===== src/rtl/game_round_ctrl.sv =====
// game_round_ctrl: sequences one game round while the top-level game FSM is in GAME.
// Loads lives/score/time on round entry, then counts a 1 s tick enable derived from clk,
// applies hit/miss pulses, and reports the outcome on W_or_L (01 lost, 10 won).
// Everything runs on clk; the one-second timebase is a prescaler, not a divided clock.
module game_round_ctrl #(
  parameter int TICK_DIV     = 27000000,
  parameter int ROUND_SEC0   = 60,
  parameter int LVL_STEP_SEC = 15,
  parameter int LIVES_INIT   = 3,
  parameter int TARGET       = 20
) (
  input  logic       clk,
  input  logic       rst_n,
  input  logic [2:0] presente,
  input  logic [1:0] level_sel,
  input  logic       hit,
  input  logic       miss,
  output logic [1:0] W_or_L,
  output logic [2:0] lives,
  output logic [7:0] score,
  output logic [6:0] time_left,
  output logic       tick_1s,
  output logic       round_active
);

  localparam logic [2:0] P_OFF  = 3'd0;
  localparam logic [2:0] P_GAME = 3'd3;
  localparam logic [2:0] P_WL   = 3'd4;

  localparam int PW = $clog2(TICK_DIV);

  localparam logic [1:0] RES_NONE = 2'b00;
  localparam logic [1:0] RES_LOST = 2'b01;
  localparam logic [1:0] RES_WON  = 2'b10;

  typedef enum logic [1:0] {
    S_IDLE,
    S_LOAD,
    S_PLAY,
    S_DONE
  } state_t;

  state_t        state;
  logic [2:0]    prev_presente;
  logic [PW-1:0] presc;

  logic          round_entry;
  logic          round_exit;
  logic          tick_now;
  logic [2:0]    lives_next;
  logic [7:0]    score_next;

  // Round length for a difficulty level: each level step shortens the round.
  function automatic logic [6:0] round_len(input logic [1:0] lvl);
    int secs;
    secs = ROUND_SEC0 - LVL_STEP_SEC * int'(lvl);
    return 7'(secs);
  endfunction

  // Lives never wrap below zero.
  function automatic logic [2:0] sat_dec_lives(input logic [2:0] v);
    return (v == 3'd0) ? 3'd0 : v - 3'd1;
  endfunction

  // Score never wraps past its maximum code.
  function automatic logic [7:0] sat_inc_score(input logic [7:0] v);
    return (v == 8'hFF) ? v : v + 8'd1;
  endfunction

  // Seconds never wrap below zero.
  function automatic logic [6:0] sat_dec_sec(input logic [6:0] v);
    return (v == 7'd0) ? 7'd0 : v - 7'd1;
  endfunction

  // Entry/exit detection and the candidate next values for the current PLAY cycle.
  always_comb begin
    round_entry = (presente == P_GAME) && (prev_presente != P_GAME);
    round_exit  = (presente != P_GAME) && (presente != P_WL);
    tick_now    = (presc == PW'(TICK_DIV - 1));
    lives_next  = miss ? sat_dec_lives(lives) : lives;
    score_next  = hit ? sat_inc_score(score) : score;
  end

  // Round sequencer: state, prescaler and all registered outputs.
  always_ff @(posedge clk or negedge rst_n) begin
    if (!rst_n) begin
      state         <= S_IDLE;
      prev_presente <= P_OFF;
      presc         <= '0;
      W_or_L        <= RES_NONE;
      lives         <= 3'd0;
      score         <= 8'd0;
      time_left     <= 7'd0;
      tick_1s       <= 1'b0;
      round_active  <= 1'b0;
    end else begin
      prev_presente <= presente;
      tick_1s       <= 1'b0;
      if (round_entry) begin
        // Fresh GAME entry (CH->GAME or PA->GAME) restarts the round from any state.
        state        <= S_LOAD;
        round_active <= 1'b0;
        presc        <= '0;
      end else if (round_exit) begin
        // OFF/WLCM/CH/PA: drop the round and clear everything visible.
        state        <= S_IDLE;
        presc        <= '0;
        W_or_L       <= RES_NONE;
        lives        <= 3'd0;
        score        <= 8'd0;
        time_left    <= 7'd0;
        round_active <= 1'b0;
      end else begin
        case (state)
          S_IDLE: begin
            presc <= '0;
          end
          S_LOAD: begin
            lives        <= 3'(LIVES_INIT);
            score        <= 8'd0;
            time_left    <= round_len(level_sel);
            W_or_L       <= RES_NONE;
            presc        <= '0;
            round_active <= 1'b1;
            state        <= S_PLAY;
          end
          S_PLAY: begin
            if (presente == P_WL) begin
              // Leaving GAME without a result: freeze as if the round had ended.
              state        <= S_DONE;
              round_active <= 1'b0;
              presc        <= '0;
            end else begin
              lives <= lives_next;
              score <= score_next;
              if (tick_now) begin
                presc     <= '0;
                tick_1s   <= 1'b1;
                time_left <= sat_dec_sec(time_left);
              end else begin
                presc <= presc + PW'(1);
              end
              // Loss by lives beats a win in the same cycle; timeout is last.
              if (lives_next == 3'd0) begin
                W_or_L       <= RES_LOST;
                state        <= S_DONE;
                round_active <= 1'b0;
                presc        <= '0;
              end else if (score_next == 8'(TARGET)) begin
                W_or_L       <= RES_WON;
                state        <= S_DONE;
                round_active <= 1'b0;
                presc        <= '0;
              end else if (tick_now && (time_left == 7'd1)) begin
                W_or_L       <= RES_LOST;
                state        <= S_DONE;
                round_active <= 1'b0;
                presc        <= '0;
              end
            end
          end
          S_DONE: begin
            presc        <= '0;
            round_active <= 1'b0;
          end
          default: begin
            state <= S_IDLE;
          end
        endcase
      end
    end
  end

endmodule


===== config.mk =====
export PLATFORM = sky130hd
export DESIGN_NAME = game_round_ctrl
export DESIGN_NICKNAME = d
export VERILOG_FILES = /design/src/rtl/game_round_ctrl.sv
export SDC_FILE = /design/constraint.sdc
export NUM_CORES = 1
export LEC_CHECK = 0
export CORE_MARGIN = 2
export CORE_UTILIZATION = 35
export CTS_CLUSTER_DIAMETER = 30
export DETAILED_ROUTE_END_ITERATION = 6
export SYNTH_ARGS = -nofsm -noshare
export SYNTH_HDL_FRONTEND = slang
export SYNTH_SLANG_ARGS = --single-unit

===== constraint.sdc =====
create_clock -name clk -period 2.41 [get_ports clk]
set_input_delay 0.482 -clock clk [delete_from_list [all_inputs] [get_ports clk]]
set_output_delay 0.482 -clock clk [all_outputs]
set_load 0.005 [all_outputs]

# After elaboration in Yosys (flattened, before gate mapping)

Cells that the tools add are included.

Output and inout bits: 22
Bits in registers: 52
Input port bits: 9
Word-level logic and storage cells: 96

Reduce and logical (&&, ||, !) cells: 16
Add/sub/neg operators: 5
Multipliers: 1
Bitwise gates (word level): 1
Mux-type cells: 48
Equal/unequal tests: 16

Operators by type and width:

| cell                  | number |
|---|---|
| $mux 25               | 7 |
| $pmux 25 s2           | 1 |
| $mux 8                | 4 |
| $mux 7                | 4 |
| $add 25x1->25 const B | 1 |
| $eq 25x25->1 const B  | 1 |
| $mux 2                | 11 |
| $pmux 8 s2            | 1 |
| $pmux 7 s2            | 1 |
| $mux 3                | 4 |
| $mux 1                | 11 |
| $ne 3x3->1 const B    | 3 |
| $add 8x1->8 const B   | 1 |
| $eq 8x5->1 const B    | 1 |
| $eq 8x8->1 const B    | 1 |
| $pmux 2 s2            | 2 |
| $reduce_and 4->1      | 2 |
| $eq 7x1->1 const B    | 1 |
| $logic_not 7->1       | 1 |
| $ne 7x7->1 const B    | 1 |
| $sub 6x6->7 const A   | 1 |
| $sub 7x1->7 const B   | 1 |
| $logic_not 3->1       | 2 |
| $mul 4x2->6 const A   | 1 |
| 18 further kinds      | 23 |

# Longest topological paths before layout

Gate-level depths: netlist of the first run.

Depth after elaboration: 10
Gate-level depth with buffers: 9
Gate-level depth less buffers: 8

# Least setup slack after synthesis of the first run

No wires, ideal clock.

Path kind: register to register
Start: register score[0]
End: register presc[20]
Setup time: 69 ps
Buffers on the path: 2
Cell stages (with the launch flop): 10
Setup slack: 177 ps
Clock period less this slack: 2,233 ps
Arrival: 2,164 ps
Data required time: 2,341 ps
Cells stage by stage: dfrtp_1 ha_1 and4_2 and4_1 o2111ai_1 nor3_2 or3_1 buf_6 buf_8 nor2_2

Word-level cells in the longest chain between the ends: 10
Elaborated cells between the ends (all ways): 11
Classes of those cells: add/sub: 1; eq/ne: 2; mux: 8

RTL lines:

| what                                             | RTL line | RTL |
|---|---|---|
| start, declared                                  | 20       | `output logic [7:0] score,` |
| start signal, assigned                           | 135      | `score <= score_next;` |
| $add 8x1->8 / $eq 8x8->1 (equally long branches) | 67       | `return (v == 8'hFF) ? v : v + 8'd1;` |
| $mux 8                                           | 67       |  |
| $mux 8 *                                         | 81       | `score_next = hit ? sat_inc_score(score) : score;` |
| $eq 8x5->1 *                                     | 149      | `end else if (score_next == 8'(TARGET)) begin` |
| $mux 25 *                                        | 149      |  |
| $mux 25 *                                        | 144      | `if (lives_next == 3'd0) begin` |
| $mux 25 *                                        | 128      | `if (presente == P_WL) begin` |
| $pmux 25 s2 *                                    | 114      | `case (state)` |
| $mux 25 *                                        | 104      | `end else if (round_exit) begin` |
| $mux 25 *                                        | 99       | `if (round_entry) begin` |
| end signal, assigned                             | 141      | `presc <= presc + PW'(1);` |
| end, declared                                    | 45       | `logic [PW-1:0] presc;` |

Mark *: on every way between the ends. The rest lies on a longest branch, timed or not.
A chain may end at the register's enable or synchronous reset.

# Worst setup path after layout of the first run

Start: input port presente[2]
End: register time_left[6]

Word-level cells in the longest chain between the ends: 4
Elaborated cells between the ends (all ways): 12
Classes of those cells: eq/ne: 6; mux: 1; bitwise: 1; reduce/logical: 4

RTL lines:

| what                                                | RTL line | RTL |
|---|---|---|
| start, declared                                     | 14       | `input logic [2:0] presente,` |
| $ne 3x2->1 (tied with other cells)                  | 78       | `round_exit = (presente != P_GAME) && (presente != P_WL);` |
| $logic_and 1x1->1, on equally long branches         | 78, 77   |  |
| $ne 3x3->1 (no source line) (tied with other cells) | -        |  |
| $reduce_and 4->1 (no source line)                   | -        |  |
| end signal, assigned                                | 121      | `time_left <= round_len(level_sel);` |
| end signal, assigned                                | 139      | `time_left <= sat_dec_sec(time_left);` |
| end, declared                                       | 21       | `output logic [6:0] time_left,` |

Parallel ways exist; a longest one is shown, timed or not.

==> impl_metrics.csv, run 1 <==
group,metric,value,unit
place,dp.cells,495,
yosys,synth_cells,338,
finish,antenna_cells,0,
global_route,grt_pass1_vias,2434,
floorplanning,die_area,9429,um^2
clocking,clockBufferDepth,2,
clocking,cts_buffers,5,
yosys,async_flop_share,100.0,%
drt,drcViolationCount,0,
finish,drive_gt1_share,13.82,%
timing,clock_skew,0.01187,ns
place,dp_hpwl,4928,um
yosys,yosys.area.top_type,"dfrtp_1",
floorplanning,initial_core_util,36.56,%
global_route,antenna_found_initial,0,
place,portBuffers,30,
drt,dr_wl_met2,3114,um
drt,ant_nets,0,
critical_path,end_kind,"register",
place,gp_congestion,0.8438,
yosys,synth_edf_count,0,
critical_path,critPathTopFamily,"simple AND/OR/NAND/NOR gates",
critical_path,max_stage_delay,0.52,ns
timing,fmax,446.3,MHz
yosys,yosysMostFrequentCell,"dfrtp_1",
critical_path,reg2reg_depth,8,
drt,routedLengthMet1,3240,um
yosys,synthSimpleGateAreaFrac,25.86,%
drt,top_layer,"met4",
global_route,grt_max_degree,27,
yosys,ys_seq_area_share,42.89,%
yosys,synthMuxAreaShare,1.031,%
clocking,cts_tree,"done",
critical_path,r2r_slack,0.19,ns
critical_path,reg2reg_from,"score[0]$_DFFE_PN0P_",
timing,period_share,92.97,%
critical_path,crit_path_start,"presente[2]",
timing,timing.final.ws_setup,0.1694,ns
timing,tightest_slew,0.6164,ns
critical_path,crit_end,"time_left[6]$_DFFE_PN0P_",
job,maxCapViolCount,0,
timing,rsz0062_at_grt,"false",
outcome,status,"completed",
timing,finalHoldViolCount,0,
clocking,htree_levels,2,
critical_path,worstPathRequired,2.61,ns
clocking,clk_pin_slew,0.09,ns
yosys,synth_top_family_by_area,"simple AND/OR/NAND/NOR gates",
floorplanning,ioPinCount,31,
yosys,synth_area_per_cell,8.977,um^2
yosys,synth_fp_nets,361,
floorplanning,die_w,97.11,um
drt,wl_met3,193,um
finish,fill_cells,808,
clocking,clock_latency,0.30,ns
critical_path,reg2reg_to,"presc[3]$_DFF_PN0_",
critical_path,cp_data_arrival_time,2.44,ns
timing,report.final.slew_viol_count,0,
yosys,synth_flop_cell,"dfrtp_1",
drt,via_per_inst,5.165,
pwr,p_leak,1.531,nW
yosys,syn_area,3034,um^2
global_route,grt_overflow,0,
yosys,ys_types,50,
floorplanning,design.core.area,8299,um^2
critical_path,path_depth,7,
floorplanning,die-height,97.11,um
pwr,p_total,0.001757,W
drt,wl_per_cell,13.19,um
critical_path,critPathLaunchType,"input port",
yosys,synthAdderAreaFrac,5.773,%
yosys,yosys.area.top_type_share,42.89,%
drt,vias,2598,
drt,drtIter0Drc,79,
yosys,synth-xor-area-share,7.794,%
yosys,synthTopCellsByCount,"dfrtp_1 (52), nor2_1 (48), nand2_1 (31)",
critical_path,cpMostUsedCell,"nand2_1",
clocking,cts.root.buffer_cell,"clkbuf_8",
global_route,grt_first_pass_wirelength,11220,um
critical_path,critical_path.cell_chain,"clkdlybuf4s50_1 -> or3b_2 -> a21oi_1 -> nand2_1 -> nor2_1 -> nand2_1 -> o31ai_1",
critical_path,path_class,"input port to register",
finish,final-instance-count-excl-fill,503,
drt,drt_wl_total,6635,um
floorplanning,core.rowCount,33,
timing,setup_tns,0,ns
yosys,synth_area_leaders,"dfrtp_1 (43%), nor2_1 (5.9%), ha_1 (5.8%), xnor2_1 (5.5%), o21ai_0 (4.8%)",
yosys,synth_compound_area_share,12.78,%
timing,slew_headroom,58.91,%
clocking,clock_sinks,52,
finish,area_growth,23.30,%
yosys,synth_seq_cells,52,
yosys,synth_warnings,0,
place,post-place-ws,-0.1423,ns
worst_hold_path,min_path_type,"input port to async pin",
drt,dr.pass1.iters,4,
pwr,powerDensity,469.6,nW/um^2
finish,final_nets,420,
timing,finalSetupViolCount,0,
pwr,vdd_drop_max,0.2376,mV
global_route,grt_util_all_layers,14.28,%
critical_path,slowest_stage,"clkdlybuf4s50_1",
critical_path,critPathMaxFanout,5,
timing,fin_crit,2.241,ns
critical_path,crit_buf_inv,1,
state kept, by name, indices dropped and copies added (netlist names):
name           flops
score              8
state              2
round_active       1
tick_1s            1
prev_presente      3
lives              3
time_left          7
presc             25
W_or_L             2
final cells by class:
cell class / instances / area, um^2 / share of cell area (%)
multi-input cells: 264 / 1615 / 43.18
flip-flops and latches: 52 / 1301 / 34.78
repair buffers: 60 / 533.0 / 14.25
well taps: 105 / 131.4 / 3.512
clock buffers: 6 / 72.57 / 1.940
inverters: 14 / 52.55 / 1.405
clock inverters: 2 / 35.03 / 0.9365
worst min-delay path by stage:
stage / slack (ns) / end / from / depth (start not counted)
global placement: 0.48 / presc[0]$_DFF_PN0_ / presc[0]$_DFF_PN0_ / 1
floorplan: 0.19 / W_or_L[0]$_DFFE_PN0P_ / rst_n / 0
global route: 0.23 / presc[18]$_DFF_PN0_ / rst_n / 1
detailed placement: 0.48 / presc[0]$_DFF_PN0_ / presc[0]$_DFF_PN0_ / 1
finish: 0.18 / presc[18]$_DFF_PN0_ / rst_n / 1
CTS: 0.20 / presc[18]$_DFF_PN0_ / rst_n / 1
per-stage QoR:
stage / util, % / hold slack, ns / cell area [um^2]
3_3_place_gp: 43.78 / 0.4789 / 3633
5_1_grt: 45.08 / 0.2267 / 3741
6_report: 45.08 / 0.1850 / 3741
2_1_floorplan: - / 0.1864 / 3034
4_1_cts: 45.08 / 0.2005 / 3741
3_5_place_dp: 43.78 / 0.4811 / 3633
power by group:
group	switching [W]	internal (W)
clock	0.000285	0.000309
combinational	0.000135	0.000112
sequential	0.0000232	0.000893
timing repair:
item,CTS,global route
gates resized for setup,0,1
endpoints found under the setup margin,0,21
buffers inserted,0,0
hold buffers,0,0
kinds of logic (layout without fill, tap and decap cells):
family                     after synthesis  after routing
AOI/OAI and AO/OA                       65             65
adders and majority gates               14             14
and+or+nand+nor                        155            155
muxes                                    3              3
DFF                                     52             52
buffers and inverters                   22             82
xor gates and xnor gates                27             27
placed cells by master (no fill, tap or decap), types with 12 or more instances in the layout:
| master | netlist | routed |
|---|---|---|
| nand3_1 | 12 | 12 |
| ha_1 | 14 | 14 |
| nor2_1 | 48 | 48 |
| buf_4 | 1 | 29 |
| dfrtp_1 | 52 | 52 |
| nand4_1 | 12 | 12 |
| a21oi_1 | 13 | 13 |
| o21ai_0 | 29 | 28 |
| nand2_1 | 31 | 31 |
| inv_1 | 14 | 14 |
| clkdlybuf4s50_1 | 0 | 29 |
| xnor2_1 | 19 | 19 |
metal layers:
layer	GRT usage [%]	vias up
met2	23.93	45
met1	18.88	1239
met3	2.374	6
met5	0	-
li1	-	1308
met4	4.550	0
(Power assumes the default switching activity.)
==> run 2, diff against run 1 <==
--- a/config.mk
+++ b/config.mk
@@ -5,8 +5,10 @@
 export SDC_FILE = /design/constraint.sdc
 export NUM_CORES = 1
 export LEC_CHECK = 0
+export ABC_CLOCK_PERIOD_IN_PS = 2410
 export CORE_MARGIN = 2
 export CORE_UTILIZATION = 35
+export CTS_BUF_LIST = sky130_fd_sc_hd__clkbuf_4
 export CTS_CLUSTER_DIAMETER = 30
 export DETAILED_ROUTE_END_ITERATION = 6
 export SYNTH_ARGS = -nofsm -noshare
==> run 2 against run 1 <==
Net effect: non-clock buffer count unchanged; global-route usage about the same; die area unchanged; sequential cell count unchanged; clock power decreased by 15%; largest cell class unchanged; utilization decreased by 0.33 points; via count unchanged; first-iteration DRC count increased by 25%.
==> impl_metrics.csv, run 2 (synthesized netlist as in run 1, its figures left out) <==
group,metric,value,unit
outcome,status,"completed",
pwr,vdd_drop_max,0.2050,mV
timing,rsz0062_at_grt,"false",
timing,tightest_slew,0.6157,ns
critical_path,r2r_slack,0.17,ns
pwr,power_switching,0.0004361,W
finish,antenna_cells,0,
timing,fin_hold_ws,0.1003,ns
critical_path,end_kind,"register",
timing,period_share,93.06,%
worst_hold_path,min_path_type,"input port to async pin",
global_route,grt_max_degree,27,
global_route,grt_overflow,0,
floorplanning,initial_core_util,36.56,%
drt,drcViolationCount,0,
clocking,clk_pin_slew,0.15,ns
clocking,hold_buffers,0,
job,maxCapViolCount,0,
clocking,cts_tree,"done",
place,post-place-ws,-0.1423,ns
clocking,post_cts_resized,0,
drt,wl_per_cell,13.15,um
pwr,p_comb_share,14.8,%
floorplanning,design.core.area,8299,um^2
critical_path,critical_path.cell_chain,"ha_1 -> and4_2 -> and4_1 -> o2111ai_1 -> nor3_2 -> or3_1 -> buf_12 -> nor2_1",
critical_path,reg2reg_depth,8,
timing,finalHoldViolCount,0,
pwr,p_int,0.001235,W
pwr,p_clk_share,30.4,%
timing,clock_skew,0.02108,ns
timing,fmax,445.9,MHz
critical_path,max_stage_delay,0.42,ns
timing,timing.final.ws_setup,0.1673,ns
place,portBuffers,30,
finish,final_nets,420,
timing,slew_headroom,58.96,%
finish,drive_gt1_share,14.07,%
global_route,use_met2,23.93,%
critical_path,path_depth,8,
finish,reg_top3,"presc: 25 flops, score: 8 flops, time_left: 7 flops",
place,placed_cell_area,3633,um^2
critical_path,reg2reg_from,"score[0]$_DFFE_PN0P_",
place,gp_congestion,0.8438,
place,dp_hpwl,4928,um
drt,drt_wl_total,6616,um
pwr,powerDensity,450.0,nW/um^2
drt,dr.pass1.iters,4,
pwr,seqPwrFrac,54.9,%
clocking,clockBufferDepth,2,
floorplanning,core.rowCount,33,
critical_path,critPathTopFamily,"simple AND/OR/NAND/NOR gates",
global_route,antenna_found_initial,0,
finish,most-common-layout-cells,"dfrtp_1 (52), nor2_1 (48), nand2_1 (31)",
timing,setup_tns,0,ns
pwr,switching_share,26.10,%
global_route,grt_first_pass_wirelength,11230,um
floorplanning,die_area,9429,um^2
finish,area_growth,22.39,%
timing,report.final.slew_viol_count,0,
drt,via_per_inst,5.165,
critical_path,path_class,"register to register",
clocking,htree_levels,2,
critical_path,worstPathRequired,2.71,ns
critical_path,reg2reg_to,"presc[5]$_DFF_PN0_",
global_route,grtUsageMet3,2.590,%
global_route,grt_util_all_layers,14.24,%
clocking,cts_buffers,5,
critical_path,crit_buf_inv,1,
finish,layout_commonest_cell,"dfrtp_1",
finish,regMostFlops,"presc",
timing,finalSetupViolCount,0,
pwr,p_leak,1.521,nW
timing,fin_crit,2.243,ns
finish,largest_reg_flops,25,
global_route,use_met1,18.88,%
global_route,global_route.peak_usage_layer,"met2",
critical_path,critPathLaunchType,"register",
drt,vias,2598,
drt,drtIter0Drc,99,
floorplanning,ioPinCount,31,
clocking,cts_setup_buffers,0,
critical_path,crit_path_start,"score[0]$_DFFE_PN0P_",
floorplanning,die_w,97.11,um
clocking,cts.root.buffer_cell,"clkbuf_4",
critical_path,slowest_stage,"or3_1",
clocking,clock_latency,0.37,ns
finish,fill_cells,813,
critical_path,cp_data_arrival_time,2.54,ns
critical_path,crit_end,"presc[5]$_DFF_PN0_",
critical_path,critPathMaxFanout,25,
drt,ant_nets,0,
clocking,clock_sinks,52,
floorplanning,die-height,97.11,um
global_route,grt_pass1_vias,2437,
finish,fin_area,3714,um^2
pwr,p_total,0.001671,W
run 2: cell counts in the layout (fill, tap and decap cells not counted):
Identical to the previous run, type by type.
run 2: through the flow:
step	utilization, %	instances
detailed placement	43.78	495
CTS	44.75	503
floorplan	-	338
finish	44.75	503
global placement	43.78	495
global route	44.75	503
run 2: how the worst min path moves through the flow:
stage                                       end  depth (start not counted)
after CTS                   presc[18]$_DFF_PN0_                          1
after floorplan           W_or_L[0]$_DFFE_PN0P_                          0
after global placement       presc[0]$_DFF_PN0_                          1
after global routing        presc[18]$_DFF_PN0_                          1
final                       presc[18]$_DFF_PN0_                          1
after detailed placement     presc[0]$_DFF_PN0_                          1
run 2: power by group through the flow:
stage | Sequential (W) | Clock, W | Combinational (W)
after floorplan | 0.000930 | 0 | 0.000124
after global placement | 0.000933 | 0 | 0.000244
after detailed placement | 0.000933 | 0 | 0.000247
after CTS | 0.000917 | 0.000519 | 0.000249
after global routing | 0.000922 | 0.000559 | 0.000280
final | 0.000917 | 0.000507 | 0.000247
run 2: layout make-up:
cell class	instances	area, um^2	share of cell area, %
sequential	52	1301	35.04
multi-input combinational	264	1615	43.50
tap	105	131.4	3.538
timing repair buffer	60	533.0	14.35
clock inverter	2	35.03	0.9434
inverter	14	52.55	1.415
clock buffer	6	45.04	1.213
run 2: layer usage:
metal	part of all wire, %	vias to the layer above	wire, um
met5	0	-	0
met4	1.4	0	91
met3	2.4	7	161
met2	47	40	3093
met1	49	1243	3269
li1	-	1308	-
